[config.mk]
export PLATFORM = sky130hd
export DESIGN_NAME = layer2_feeder
export DESIGN_NICKNAME = d
export VERILOG_FILES = /design/src/rtl/mnist_pkg.sv /design/src/rtl/feeder_operand_reg.sv /design/src/rtl/layer2_feeder.sv
export SDC_FILE = /design/constraint.sdc
export NUM_CORES = 1
export LEC_CHECK = 0
export BUFFER_PORTS_ARGS = -buffer_cell sky130_fd_sc_hd__buf_2
export CORE_AREA = 4 4 282 284
export CTS_BUF_LIST = sky130_fd_sc_hd__clkbuf_16
export DETAILED_ROUTE_END_ITERATION = 8
export DIE_AREA = 0 0 286 288
export PLACE_DENSITY_LB_ADDON = 0.12
export SLEW_MARGIN = 25
export SYNTH_ARGS = -nofsm -noshare
export SYNTH_HDL_FRONTEND = slang
export SYNTH_SLANG_ARGS = --single-unit
export TNS_END_PERCENT = 1
[constraint.sdc]
create_clock -name clk -period 2.5 [get_ports clk]
set_clock_uncertainty 0.05 [all_clocks]
set_input_delay 0.125 -clock clk [delete_from_list [all_inputs] [get_ports clk]]
set_output_delay 0.125 -clock clk [all_outputs]
set_load 0.01 [all_outputs]
[src/rtl/mnist_pkg.sv]
// Shared types and constants for the MNIST layer-2 datapath.
// Holds the operand widths, the feeder state encoding and the weight-row slice helper.
package mnist_pkg;

  localparam int DATA_W = 32;
  localparam int N_OUT  = 10;
  localparam int WROW_W = N_OUT * DATA_W;

  typedef enum logic [2:0] {
    ST_IDLE   = 3'd0,
    ST_STREAM = 3'd1,
    ST_FLUSH  = 3'd2,
    ST_DRAIN  = 3'd3,
    ST_DONE   = 3'd4
  } feeder_state_t;

  function automatic logic [DATA_W-1:0] wrow_slice(input logic [WROW_W-1:0] row, input int j);
    return row[j*DATA_W +: DATA_W];
  endfunction

endpackage

[src/rtl/feeder_operand_reg.sv]
// Operand register for the layer-2 feeder: aligns memory read data with start/stop framing.
// Build option LAYER2_FEEDER_RELU_EN clamps negative activations to zero before registering.
module feeder_operand_reg
  import mnist_pkg::*;
#(
  parameter int N_HIDDEN = 32,
  parameter int AW       = 5
) (
  input  logic              clk,
  input  logic              resetn,
  input  logic              abort,
  input  logic              rd_en,
  input  logic [AW-1:0]     addr,
  input  logic [DATA_W-1:0] act_rdata,
  input  logic [WROW_W-1:0] wt_rdata,
  output logic [DATA_W-1:0] relu_out,
  output logic [WROW_W-1:0] wrow,
  output logic              start,
  output logic              stop
);

  localparam logic [AW-1:0] K_LAST = AW'(N_HIDDEN - 1);

  logic              valid_r;
  logic              first_r;
  logic              last_r;
  logic [DATA_W-1:0] act_s;

  // Optional rectification of the incoming activation word
  always_comb begin
    act_s = act_rdata;
`ifdef LAYER2_FEEDER_RELU_EN
    if (act_rdata[DATA_W-1]) begin
      act_s = '0;
    end else begin
      act_s = act_rdata;
    end
`endif
  end

  // Read-valid/first/last delay line and the operand register itself; zero outside the window
  always_ff @(posedge clk or negedge resetn) begin
    if (!resetn) begin
      valid_r  <= 1'b0;
      first_r  <= 1'b0;
      last_r   <= 1'b0;
      relu_out <= '0;
      wrow     <= '0;
      start    <= 1'b0;
      stop     <= 1'b0;
    end else if (abort) begin
      valid_r  <= 1'b0;
      first_r  <= 1'b0;
      last_r   <= 1'b0;
      relu_out <= '0;
      wrow     <= '0;
      start    <= 1'b0;
      stop     <= 1'b0;
    end else begin
      valid_r <= rd_en;
      first_r <= rd_en && (addr == '0);
      last_r  <= rd_en && (addr == K_LAST);
      if (valid_r) begin
        relu_out <= act_s;
        wrow     <= wt_rdata;
        start    <= first_r;
        stop     <= last_r;
      end else begin
        relu_out <= '0;
        wrow     <= '0;
        start    <= 1'b0;
        stop     <= 1'b0;
      end
    end
  end

endmodule

[src/rtl/layer2_feeder.sv]
// Layer-2 operand sequencer: streams one hidden index per cycle into the ten layer-2 MACs.
// Build option LAYER2_FEEDER_RELU_EN enables activation clamping in feeder_operand_reg.
module layer2_feeder
  import mnist_pkg::*;
#(
  parameter int N_HIDDEN = 32,
  parameter int MAC_LAT  = 1,
  localparam int AW      = (N_HIDDEN > 1) ? $clog2(N_HIDDEN) : 1
) (
  input  logic              clk,
  input  logic              resetn,
  input  logic              go,
  input  logic              abort,
  output logic              busy,
  output logic              done,
  output logic              act_rd_en,
  output logic [AW-1:0]     act_addr,
  input  logic [DATA_W-1:0] act_rdata,
  output logic              wt_rd_en,
  output logic [AW-1:0]     wt_addr,
  input  logic [WROW_W-1:0] wt_rdata,
  output logic              start,
  output logic              stop,
  output logic [DATA_W-1:0] relu_out,
  output logic [DATA_W-1:0] w0,
  output logic [DATA_W-1:0] w1,
  output logic [DATA_W-1:0] w2,
  output logic [DATA_W-1:0] w3,
  output logic [DATA_W-1:0] w4,
  output logic [DATA_W-1:0] w5,
  output logic [DATA_W-1:0] w6,
  output logic [DATA_W-1:0] w7,
  output logic [DATA_W-1:0] w8,
  output logic [DATA_W-1:0] w9
);

  localparam int            CW         = $clog2(MAC_LAT + 2);
  localparam logic [AW-1:0] K_LAST     = AW'(N_HIDDEN - 1);
  localparam logic [CW-1:0] FLUSH_LAST = CW'(1);
  localparam logic [CW-1:0] DRAIN_LAST = (MAC_LAT > 0) ? CW'(MAC_LAT - 1) : '0;

  feeder_state_t     state_r, state_s;
  logic [AW-1:0]     k_r, k_s;
  logic [CW-1:0]     cnt_r, cnt_s;
  logic              busy_r;
  logic              done_r;
  logic              rd_en_r;
  logic [AW-1:0]     addr_r;
  logic [WROW_W-1:0] wrow_s;

  // Next-state, index counter and flush/drain counter
  always_comb begin
    state_s = state_r;
    k_s     = k_r;
    cnt_s   = cnt_r;
    case (state_r)
      ST_IDLE: begin
        k_s   = '0;
        cnt_s = '0;
        if (go && !abort) begin
          state_s = ST_STREAM;
        end else begin
          state_s = ST_IDLE;
        end
      end
      ST_STREAM: begin
        if (abort) begin
          state_s = ST_IDLE;
          k_s     = '0;
        end else if (k_r == K_LAST) begin
          state_s = ST_FLUSH;
          cnt_s   = '0;
        end else begin
          k_s = k_r + AW'(1);
        end
      end
      ST_FLUSH: begin
        if (abort) begin
          state_s = ST_IDLE;
          k_s     = '0;
          cnt_s   = '0;
        end else if (cnt_r == FLUSH_LAST) begin
          cnt_s = '0;
          if (MAC_LAT == 0) begin
            state_s = ST_DONE;
          end else begin
            state_s = ST_DRAIN;
          end
        end else begin
          cnt_s = cnt_r + CW'(1);
        end
      end
      ST_DRAIN: begin
        if (abort) begin
          state_s = ST_IDLE;
          k_s     = '0;
          cnt_s   = '0;
        end else if (cnt_r == DRAIN_LAST) begin
          state_s = ST_DONE;
          cnt_s   = '0;
        end else begin
          cnt_s = cnt_r + CW'(1);
        end
      end
      ST_DONE: begin
        state_s = ST_IDLE;
        k_s     = '0;
        cnt_s   = '0;
      end
      default: begin
        state_s = ST_IDLE;
        k_s     = '0;
        cnt_s   = '0;
      end
    endcase
  end

  // State register; status and read strobes are registered from the next state
  always_ff @(posedge clk or negedge resetn) begin
    if (!resetn) begin
      state_r <= ST_IDLE;
      k_r     <= '0;
      cnt_r   <= '0;
      busy_r  <= 1'b0;
      done_r  <= 1'b0;
      rd_en_r <= 1'b0;
      addr_r  <= '0;
    end else begin
      state_r <= state_s;
      k_r     <= k_s;
      cnt_r   <= cnt_s;
      busy_r  <= (state_s != ST_IDLE);
      done_r  <= (state_s == ST_DONE);
      rd_en_r <= (state_s == ST_STREAM);
      addr_r  <= (state_s == ST_STREAM) ? k_s : '0;
    end
  end

  feeder_operand_reg #(
    .N_HIDDEN (N_HIDDEN),
    .AW       (AW)
  ) u_operand_reg (
    .clk       (clk),
    .resetn    (resetn),
    .abort     (abort),
    .rd_en     (rd_en_r),
    .addr      (addr_r),
    .act_rdata (act_rdata),
    .wt_rdata  (wt_rdata),
    .relu_out  (relu_out),
    .wrow      (wrow_s),
    .start     (start),
    .stop      (stop)
  );

  assign busy      = busy_r;
  assign done      = done_r;
  assign act_rd_en = rd_en_r;
  assign act_addr  = addr_r;
  assign wt_rd_en  = rd_en_r;
  assign wt_addr   = addr_r;

  assign w0 = wrow_slice(wrow_s, 0);
  assign w1 = wrow_slice(wrow_s, 1);
  assign w2 = wrow_slice(wrow_s, 2);
  assign w3 = wrow_slice(wrow_s, 3);
  assign w4 = wrow_slice(wrow_s, 4);
  assign w5 = wrow_slice(wrow_s, 5);
  assign w6 = wrow_slice(wrow_s, 6);
  assign w7 = wrow_slice(wrow_s, 7);
  assign w8 = wrow_slice(wrow_s, 8);
  assign w9 = wrow_slice(wrow_s, 9);

endmodule
==> flow_summary.yaml, run 1 <==
die:
  die-area_um2: 82400
  dieHeight_um: 288
  die_x_um: 286
  core_area_um2: 77100
  initial_core_util_pct: 16.0
  ios: 724
  rows: 102
timing:
  tightest_slew_ns: 0.710
  rsz0062_at_grt: "false"
  slew_headroom_pct: 52.6
  finalSetupViolCount: 0
  final.setup.worst_slack_ns: 0.889
  hold_viol_final: 0
  finalMaxSlewViolations: 0
  finalCriticalPeriod_ns: 1.61
  fmax_ghz: 0.621
  setup_tns_ns: 0
  period_share_pct: 64.4
grt:
  grt_pass1_wl_um: 71400
  antenna_found_initial: 6
  grt_max_degree: 137
  grt_pass1_vias: 11500
  grt.overflow.total: 0
  grt_usage_pct: 11.3
setup_path:
  critical_path_class: "reg2reg"
  crit_path_max_fanout: 19
  worstPathCellList: "nor3_1 -> nor2_1 -> dlygate4sd3_1"
  critPathRequiredTime_ns: 2.89
  cp.arrival_ns: 2.00
  crit_path_top_delay_cell: "dfrtp_1"
  r2r_slack_ns: 0.89
  max_stage_delay_ns: 0.59
  start_kind: "flip-flop"
  reg2reg_depth: 3
  endpoint_kind: "flip-flop"
layout:
  multi_input_area_um2: 2660
  finalInstanceArea_um2: 22200
  regArea_um2: 9380
  syn2layout_area_growth_pct: 80.0
  nNetsFinal: 2308
  stdcell_count: 3024
  drive_gt1_share_pct: 40.9
  nFillCells: 8157
clocking:
  cts_tree: "built"
  htreeDepth: 2
  cts.clk_slew.worst_paths_ns: 0.06
  clockBufferDepth: 3
  cts_setup_buffers: 0
  clock_sinks: 375
  clock-root-buffer: "clkbuf_16"
  clk-insertion-delay-late_ns: 0.55
  postCtsResizedCells: 0
  numCtsBuffers: 47
pwr:
  p_sw_share_pct: 23.3
  combPwrFrac_pct: 9.3
  switching_power_w: 0.00323
  p_seq_share_pct: 45.1
  internal_power_w: 0.0106
  power.leakage_nw: 12.2
  peakVddDrop_v: 0.000413
  power_frac_clock_pct: 45.6
  powerDensity_nw_per_um2: 622
min_path:
  min_path_type: "in2async"
placed_design:
  post-place-ws_ns: 0.909
  io_buffers: 723
  placed_cell_area_um2: 17300
  dp_hpwl_um: 35900
  routabilityCongestion: 0.786
  place_inst: 2583
synthesis:
  synth_edf_count: 0
  ys_types: 38
  ys_seq_area_share_pct: 75.9
  synthFlopType: "dfrtp_1"
  synth_warnings: 0
  ys_ff_latch: 375
  avgSynthCellArea_um2: 14.6
  async_flop_share_pct: 100
  synth_area_um2: 12400
  synth_nets: 1208
  synth_cells: 848
routing:
  postRouteAntennaNets: 0
  wl_per_cell_um: 16.0
  drt_iter0_drc: 242
  drc: 0
  vias: 10200
  firstDrtPassIters: 4
  vias_per_cell: 3.38
  wl_um: 48300
job:
  cap_violations: 0
run_status:
  outcome: "finished, final reports clean"
layer usage:
| layer | share of wire (%) | GRT usage [%] | up-vias |
|---|---|---|---|
| met2 | 52 | 20.8 | 414 |
| met4 | 3.0 | 3.66 | 4 |
| met3 | 8.6 | 3.89 | 92 |
| li1 | - | - | 4815 |
| met5 | 0.056 | 0 | - |
| met1 | 36 | 12.0 | 4904 |
placed cells by master (no fill, tap or decap), types with 3 or more instances in the layout:
cell type      instances
dfrtp_1              375
ha_1                   4
and2_1               354
dlygate4sd3_1        356
nor3_1                 6
a21oi_1                6
nand3_1                3
clkinv_1              13
o21ai_0                6
buf_4                 11
nand2_1                5
nor2_1                 5
inv_1                 17
diode_2                3
buf_2                722
buf_12                 9
clkinv_2               6
clkbuf_16             48
power by group through the flow:
stage	logic [W]	registers, W	clock network [W]
after floorplan	0.000157	0.00642	0
after global placement	0.000853	0.00635	0
after detailed placement	0.000851	0.00635	0
after CTS	0.00133	0.00624	0.00660
after global routing	0.00143	0.00625	0.00685
final	0.00129	0.00624	0.00630
synthesized netlist by cell type, drive strengths merged, types with 2 or more instances:
| master | count | area (um^2) |
|---|---|---|
| o21ai | 6 | 30.0 |
| buf | 23 | 201 |
| dfrtp | 375 | 9380 |
| o2111ai | 2 | 17.5 |
| inv | 7 | 26.3 |
| or2 | 2 | 12.5 |
| a21oi | 6 | 30.0 |
| nor2b | 2 | 15.0 |
| a211oi | 2 | 15.0 |
| a32o | 2 | 20.0 |
| nor2 | 5 | 18.8 |
| nand2 | 5 | 18.8 |
| ha | 4 | 50.1 |
| nand3 | 3 | 15.0 |
| mux2 | 2 | 22.5 |
| clkbuf | 25 | 93.8 |
| and2 | 354 | 2210 |
| nor3 | 6 | 30.0 |
stage by stage:
step | total power (W) | hold slack, ns | util [%]
2_1_floorplan | 0.00657 | -0.221 | -
3_3_place_gp | 0.00720 | 0.124 | 22.4
3_5_place_dp | 0.00720 | 0.130 | 22.4
4_1_cts | 0.0142 | 0.105 | 28.8
5_1_grt | 0.0145 | 0.176 | 28.8
6_report | 0.0138 | 0.125 | 28.9
worst max-delay path: cells and delay by family, from the launching register on:
| family | cells | cell delay [ns] |
|---|---|---|
| flip-flops | 1 | 0.59 |
| AND/OR/NAND/NOR | 2 | 0.31 |
| buffers and inverters | 1 | 0.54 |
flip-flops by register name, indices dropped and copies added, names as in the netlist, 2 cells and up:
signal                  count
k_r                         5
cnt_r                       2
act_addr                    5
state_r                     3
u_operand_reg.wrow        320
u_operand_reg.relu_out     32
final timing paths:
kind,startpoint,to
worst max-delay path,state_r[1],busy
worst min-delay path,resetn,u_operand_reg.wrow[230]
worst max register to register,state_r[1],busy
worst min register to register,u_operand_reg.last_r,u_operand_reg.stop
max in group asynchronous,resetn,u_operand_reg.wrow[29]
min in group clk,wt_rdata[59],u_operand_reg.wrow[59]
kinds of logic (layout without fill, tap and decap cells):
logic type | Yosys count | after routing | share of synthesized area, %
simple gates | 387 | 387 | 19.5
flops | 375 | 375 | 75.9
buf+inv | 55 | 1188 | 2.60
compound gates | 24 | 24 | 1.34
fa+ha+maj | 4 | 4 | 0.405
mux | 2 | 2 | 0.182
xor+xnor | 1 | 1 | 0.0709
other cells | 0 | 3 | 0
what timing repair did:
| action | 4_1_cts | 5_1_grt |
|---|---|---|
| endpoints found under the hold margin | 496 | 0 |
| endpoints found under the setup margin | 0 | 0 |
| hold buffers | 356 | 0 |
area by class of cell:
cell class / count / share of cell area [%]
sequential: 375 / 42.2
timing repair buffer: 1099 / 33.5
multi-input combinational: 418 / 11.9
tap: 1040 / 5.85
clock buffer: 48 / 5.40
clock inverter: 34 / 0.945
inverter: 7 / 0.118
antenna: 3 / 0.0338
(Power assumes the default switching activity.)
==> run 2, diff against run 1 <==
--- a/config.mk
+++ b/config.mk
@@ -6,10 +6,10 @@
 export NUM_CORES = 1
 export LEC_CHECK = 0
 export BUFFER_PORTS_ARGS = -buffer_cell sky130_fd_sc_hd__buf_2
-export CORE_AREA = 4 4 282 284
+export CORE_AREA = 4 4 283 285
 export CTS_BUF_LIST = sky130_fd_sc_hd__clkbuf_16
 export DETAILED_ROUTE_END_ITERATION = 8
-export DIE_AREA = 0 0 286 288
+export DIE_AREA = 0 0 287 289
 export PLACE_DENSITY_LB_ADDON = 0.12
 export SLEW_MARGIN = 25
 export SYNTH_ARGS = -nofsm -noshare
==> constraint.sdc (replaced) <==
create_clock -name clk -period 1.4 [get_ports clk]
set_clock_uncertainty 0.05 [all_clocks]
set_input_delay 0.07 -clock clk [delete_from_list [all_inputs] [get_ports clk]]
set_output_delay 0.07 -clock clk [all_outputs]
set_load 0.01 [all_outputs]
==> run 2 against run 1 <==
Against the previous run:
- die area up 0.70%
- total power up 81%
- fmax up 16%
- final area up 2.2%
- non-clock buffer count up 30
- clock-buffer cell count up 1
- critical path depth up 1
- highest routed layer unchanged
==> flow_summary.yaml, run 2 (synthesis gave the netlist of run 1 again) <==
run_status:
  outcome: "finished, final reports clean"
layout:
  layout_common_cells: "buf_2 (722), dfrtp_1 (374), dlygate4sd3_1 (355), and2_1 (354), clkbuf_16 (49)"
  layout_commonest_cell: "buf_2"
  largest_reg_flops: 320
  nFillCells: 8137
  top_register: "u_operand_reg.wrow"
  reg.largest.list: "u_operand_reg.wrow x320, u_operand_reg.relu_out x32"
  nNetsFinal: 2339
  drive_gt1_share_pct: 42.5
  syn2layout_area_growth_pct: 83.9
clocking:
  clock_sinks: 375
  clockBufferDepth: 3
  htreeDepth: 2
  cts.clk_slew.worst_paths_ns: 0.06
  numCtsBuffers: 48
  cts_tree: "built"
  clock-root-buffer: "clkbuf_16"
  clk-insertion-delay-late_ns: 0.56
pwr:
  peakVddDrop_v: 0.000751
  internal_power_w: 0.0192
  powerDensity_nw_per_um2: 1100
  power.leakage_nw: 12.4
  p_seq_share_pct: 44.4
  power_frac_clock_pct: 45.9
  p_total_w: 0.0251
  combPwrFrac_pct: 9.7
  p_sw_share_pct: 23.6
  switching_power_w: 0.00591
routing:
  wl_um: 50000
  vias_per_cell: 3.40
  firstDrtPassIters: 4
  postRouteAntennaNets: 0
  drt_iter0_drc: 234
  vias: 10400
  wl_per_cell_um: 16.4
  drc: 0
placed_design:
  dp_hpwl_um: 37900
  routabilityCongestion: 0.788
  io_buffers: 723
timing:
  slew_headroom_pct: 74.3
  rsz0062_at_grt: "true"
  period_share_pct: 99.5
  fmax_ghz: 0.718
  setup_tns_ns: 0
  finalSetupViolCount: 0
  finalMaxSlewViolations: 0
  tightest_slew_ns: 0.386
  hold_viol_final: 0
  finalCriticalPeriod_ns: 1.39
setup_path:
  cp.arrival_ns: 1.82
  r2r-start: "k_r[1]"
  critical_path_class: "reg2reg"
  critPathRequiredTime_ns: 1.83
  r2r_slack_ns: 0.008
  endpoint_kind: "flip-flop"
  start_kind: "flip-flop"
  regToRegEndpoint: "k_r[0]"
  crit_path_max_fanout: 3
  reg2reg_depth: 4
die:
  dieHeight_um: 289
  die_x_um: 287
  initial_core_util_pct: 16.0
  rows: 102
  die-area_um2: 82900
  ios: 724
  core_area_um2: 77300
job:
  cap_violations: 0
grt:
  grt_usage_pct: 11.6
  grt.overflow.total: 0
  grt_pass1_vias: 11700
  grt_max_degree: 62
  grt_pass1_wl_um: 73300
  antenna_found_initial: 6
min_path:
  min_path_type: "in2async"
==> run 2: cell count changes in the layout (fill, tap and decap cells not counted), moves of 2 or more <==
| cell | before | now |
|---|---|---|
| clkinv_2 | 6 | 9 |
| clkinv_1 | 13 | 10 |
| o21ai_1 | 0 | 2 |
| buf_4 | 11 | 27 |
| clkinvlp_4 | 0 | 3 |
| buf_12 | 9 | 23 |
| o21ai_0 | 6 | 4 |
==> run 2: repair_timing <==
| action | in CTS | in global routing |
|---|---|---|
| setup endpoints to repair | 3 | 10 |
| setup buffers | 0 | 1 |
| gates resized for setup | 2 | 7 |
| hold buffers | 356 | 0 |
| endpoints found under the hold margin | 740 | 0 |
==> run 2: worst max-delay path: stages (launching register included) <==
cell      delay, ns
dfrtp_1        0.40
ha_4           0.18
and4_4         0.18
or3_1          0.32
a211oi_2       0.18
==> run 2: worst max-delay path by stage <==
| stage | endpoint | slack (ns) | depth (start not counted) | from |
|---|---|---|---|---|
| floorplan | k_r[0] | -0.02 | 4 | k_r[0] |
| global placement | k_r[0] | -0.03 | 4 | k_r[1] |
| detailed placement | k_r[0] | -0.02 | 4 | k_r[1] |
| CTS | k_r[0] | -0.007 | 4 | k_r[1] |
| global route | cnt_r[0] | -0.05 | 4 | k_r[1] |
| finish | k_r[0] | 0.008 | 4 | k_r[1] |
==> run 2: metal layers <==
metal / global-route usage, % / up-vias / share of wire (%)
met5: 0 / - / 0.042
met4: 4.01 / 4 / 3.2
met3: 3.76 / 90 / 8.0
met2: 21.1 / 389 / 53
met1: 12.6 / 5030 / 36
li1: - / 4885 / -
==> run 2: metrics by stage <==
step / hold slack (ns) / worst slack [ns] / util (%) / std cells / area (um^2)
floorplan: -0.276 / -0.0204 / - / 848 / 12400
global placement: -0.0961 / -0.0322 / 22.8 / 2612 / 17700
detailed placement: -0.0936 / -0.0178 / 22.8 / 2612 / 17700
CTS: 0.0605 / -0.00657 / 29.3 / 3053 / 22700
global route: 0.0865 / -0.0513 / 29.4 / 3054 / 22700
finish: 0.0892 / 0.00753 / 29.4 / 3057 / 22700
==> run 2: layout make-up <==
cell class	count	area, um^2	share of cell area, %
Clock buffer	49	1230	5.40
Inverter	7	26.3	0.116
Sequential cell	375	9390	41.3
Clock inverter	36	225	0.991
Antenna cell	3	7.51	0.0330
Timing Repair Buffer	1129	7860	34.6
Multi-Input combinational cell	418	2690	11.9
Tap cell	1040	1300	5.73
==> run 2: power groups by stage <==
| stage | registers [W] | logic (W) | clock network [W] |
|---|---|---|---|
| final | 0.0111 | 0.00242 | 0.0115 |
| after global placement | 0.0113 | 0.00164 | 0 |
| after CTS | 0.0111 | 0.00250 | 0.0121 |
| after floorplan | 0.0115 | 0.000281 | 0 |
| after detailed placement | 0.0113 | 0.00163 | 0 |
| after global routing | 0.0112 | 0.00268 | 0.0125 |
==> run 3, diff against run 2 <==
==> constraint.sdc (replaced) <==
create_clock -name clk -period 1.4 [get_ports clk]
set_clock_uncertainty 0.05 [all_clocks]
set_input_delay 0.07 -clock clk [delete_from_list [all_inputs] [get_ports clk]]
set_output_delay 0.07 -clock clk [all_outputs]
set_load 0.005 [all_outputs]
==> run 3 against run 2 <==
Against the previous run:
- setup slack hardly changed
- flip-flop and latch count stayed put
- global-route usage stayed put
- cell count stayed put
- sequential share of layout area hardly changed
- combinational power is 4% lower
- register-to-register slack hardly changed
- largest power group unchanged
==> flow_summary.yaml, run 3 (synthesis gave the netlist of run 1 again) <==
grt:
  grt_max_degree: 62
  grt_usage_pct: 11.6
  grt_pass1_vias: 11700
  antenna_found_initial: 6
  grt.overflow.total: 0
  grt_pass1_wl_um: 73300
routing:
  vias_per_cell: 3.40
  postRouteAntennaNets: 0
  wl_per_cell_um: 16.4
  wl_um: 50100
  firstDrtPassIters: 4
  vias: 10400
  drt_iter0_drc: 233
  drc: 0
timing:
  tightest_slew_ns: 0.386
  finalMaxSlewViolations: 0
  final.setup.worst_slack_ns: 0.00753
  slew_headroom_pct: 74.3
  finalSetupViolCount: 0
  finalCriticalPeriod_ns: 1.39
  hold_viol_final: 0
  fmax_ghz: 0.718
  period_share_pct: 99.5
  rsz0062_at_grt: "true"
clocking:
  cts.clk_slew.worst_paths_ns: 0.06
  clk-insertion-delay-late_ns: 0.56
  cts_tree: "built"
  clock-root-buffer: "clkbuf_16"
  clockBufferDepth: 3
  numCtsBuffers: 48
  clock_sinks: 375
  htreeDepth: 2
setup_path:
  cp.arrival_ns: 1.82
  regToRegEndpoint: "k_r[0]"
  r2r-start: "k_r[1]"
  r2r_slack_ns: 0.008
  start_kind: "flip-flop"
  critPathRequiredTime_ns: 1.83
  endpoint_kind: "flip-flop"
  critical_path_class: "reg2reg"
  reg2reg_depth: 4
  crit_path_max_fanout: 3
layout:
  syn2layout_area_growth_pct: 83.9
  layout_common_cells: "buf_2 (722), dfrtp_1 (374), dlygate4sd3_1 (355), and2_1 (354), clkbuf_16 (49)"
  nFillCells: 8138
  fin_util_pct: 29.4
  largest_reg_flops: 320
  layout_commonest_cell: "buf_2"
  drive_gt1_share_pct: 42.5
  reg.largest.list: "u_operand_reg.wrow x320, u_operand_reg.relu_out x32"
  nNetsFinal: 2339
  top_register: "u_operand_reg.wrow"
pwr:
  powerDensity_nw_per_um2: 1100
  peakVddDrop_v: 0.000752
  switching_power_w: 0.00582
  power_frac_clock_pct: 46.1
  p_sw_share_pct: 23.3
  internal_power_w: 0.0192
  combPwrFrac_pct: 9.3
  power.leakage_nw: 12.4
  p_seq_share_pct: 44.6
die:
  die_x_um: 287
  rows: 102
  initial_core_util_pct: 16.0
  ios: 724
  dieHeight_um: 289
  die-area_um2: 82900
  core_area_um2: 77300
job:
  cap_violations: 0
min_path:
  min_path_type: "in2async"
placed_design:
  io_buffers: 723
  routabilityCongestion: 0.788
  dp_hpwl_um: 37900
  post-place-ws_ns: -0.0178
run_status:
  outcome: "finished, final reports clean"
run 3: cell counts in the layout (fill, tap and decap cells not counted):
Identical to the previous run, type by type.
run 3: stage by stage:
stage | total power (W) | setup TNS [ns] | cells | area [um^2] | hold WS [ns]
floorplan | 0.0116 | -0.0204 | 848 | 12400 | -0.276
global placement | 0.0129 | -0.0322 | 2612 | 17700 | -0.0961
detailed placement | 0.0129 | -0.0178 | 2612 | 17700 | -0.0936
CTS | 0.0257 | -0.00657 | 3053 | 22700 | 0.0605
global route | 0.0263 | -0.164 | 3054 | 22700 | 0.0865
finish | 0.0250 | 0 | 3057 | 22700 | 0.0892
run 3: worst max-delay path by stage:
stage	startpoint	endpoint	slack, ns	cells after the start
after floorplan	k_r[0]	k_r[0]	-0.02	4
after global placement	k_r[1]	k_r[0]	-0.03	4
after detailed placement	k_r[1]	k_r[0]	-0.02	4
after CTS	k_r[1]	k_r[0]	-0.007	4
after global routing	k_r[1]	cnt_r[0]	-0.05	4
final	k_r[1]	k_r[0]	0.008	4
run 3: final cells by class:
cell class,count,area (um^2),share of cell area [%]
Clock inverter,36,225,0.991
Sequential cell,375,9390,41.3
Tap cell,1040,1300,5.73
Antenna cell,3,7.51,0.0330
Timing Repair Buffer,1129,7850,34.6
Multi-Input combinational cell,418,2690,11.9
Inverter,7,26.3,0.116
Clock buffer,49,1230,5.40
run 3: power groups by stage:
stage | Clock (W) | Combinational (W) | Sequential, W
4_1_cts | 0.0121 | 0.00240 | 0.0111
5_1_grt | 0.0125 | 0.00258 | 0.0112
3_5_place_dp | 0 | 0.00154 | 0.0113
2_1_floorplan | 0 | 0.000280 | 0.0114
3_3_place_gp | 0 | 0.00155 | 0.0113
6_report | 0.0115 | 0.00233 | 0.0111
run 3: routing by layer:
metal / track usage (%) / wire, um / up-vias
met5: 0 / 21 / -
met4: 4.01 / 1610 / 4
met3: 3.76 / 4000 / 91
met2: 21.1 / 26400 / 388
met1: 12.6 / 18000 / 5030
li1: - / - / 4884
run 3: worst max-delay path, stage by stage (launching register included):
cell	delay, ns
dfrtp_1	0.40
ha_4	0.18
and4_4	0.18
or3_1	0.32
a211oi_2	0.18
run 3: what timing repair did:
item                                    in CTS  in global routing
cloned                                       0                  0
endpoints found under the hold margin      740                  0
setup buffers                                0                  1
endpoints found under the setup margin       1                 10
hold buffers                               356                  0
gates resized for setup                      1                  7
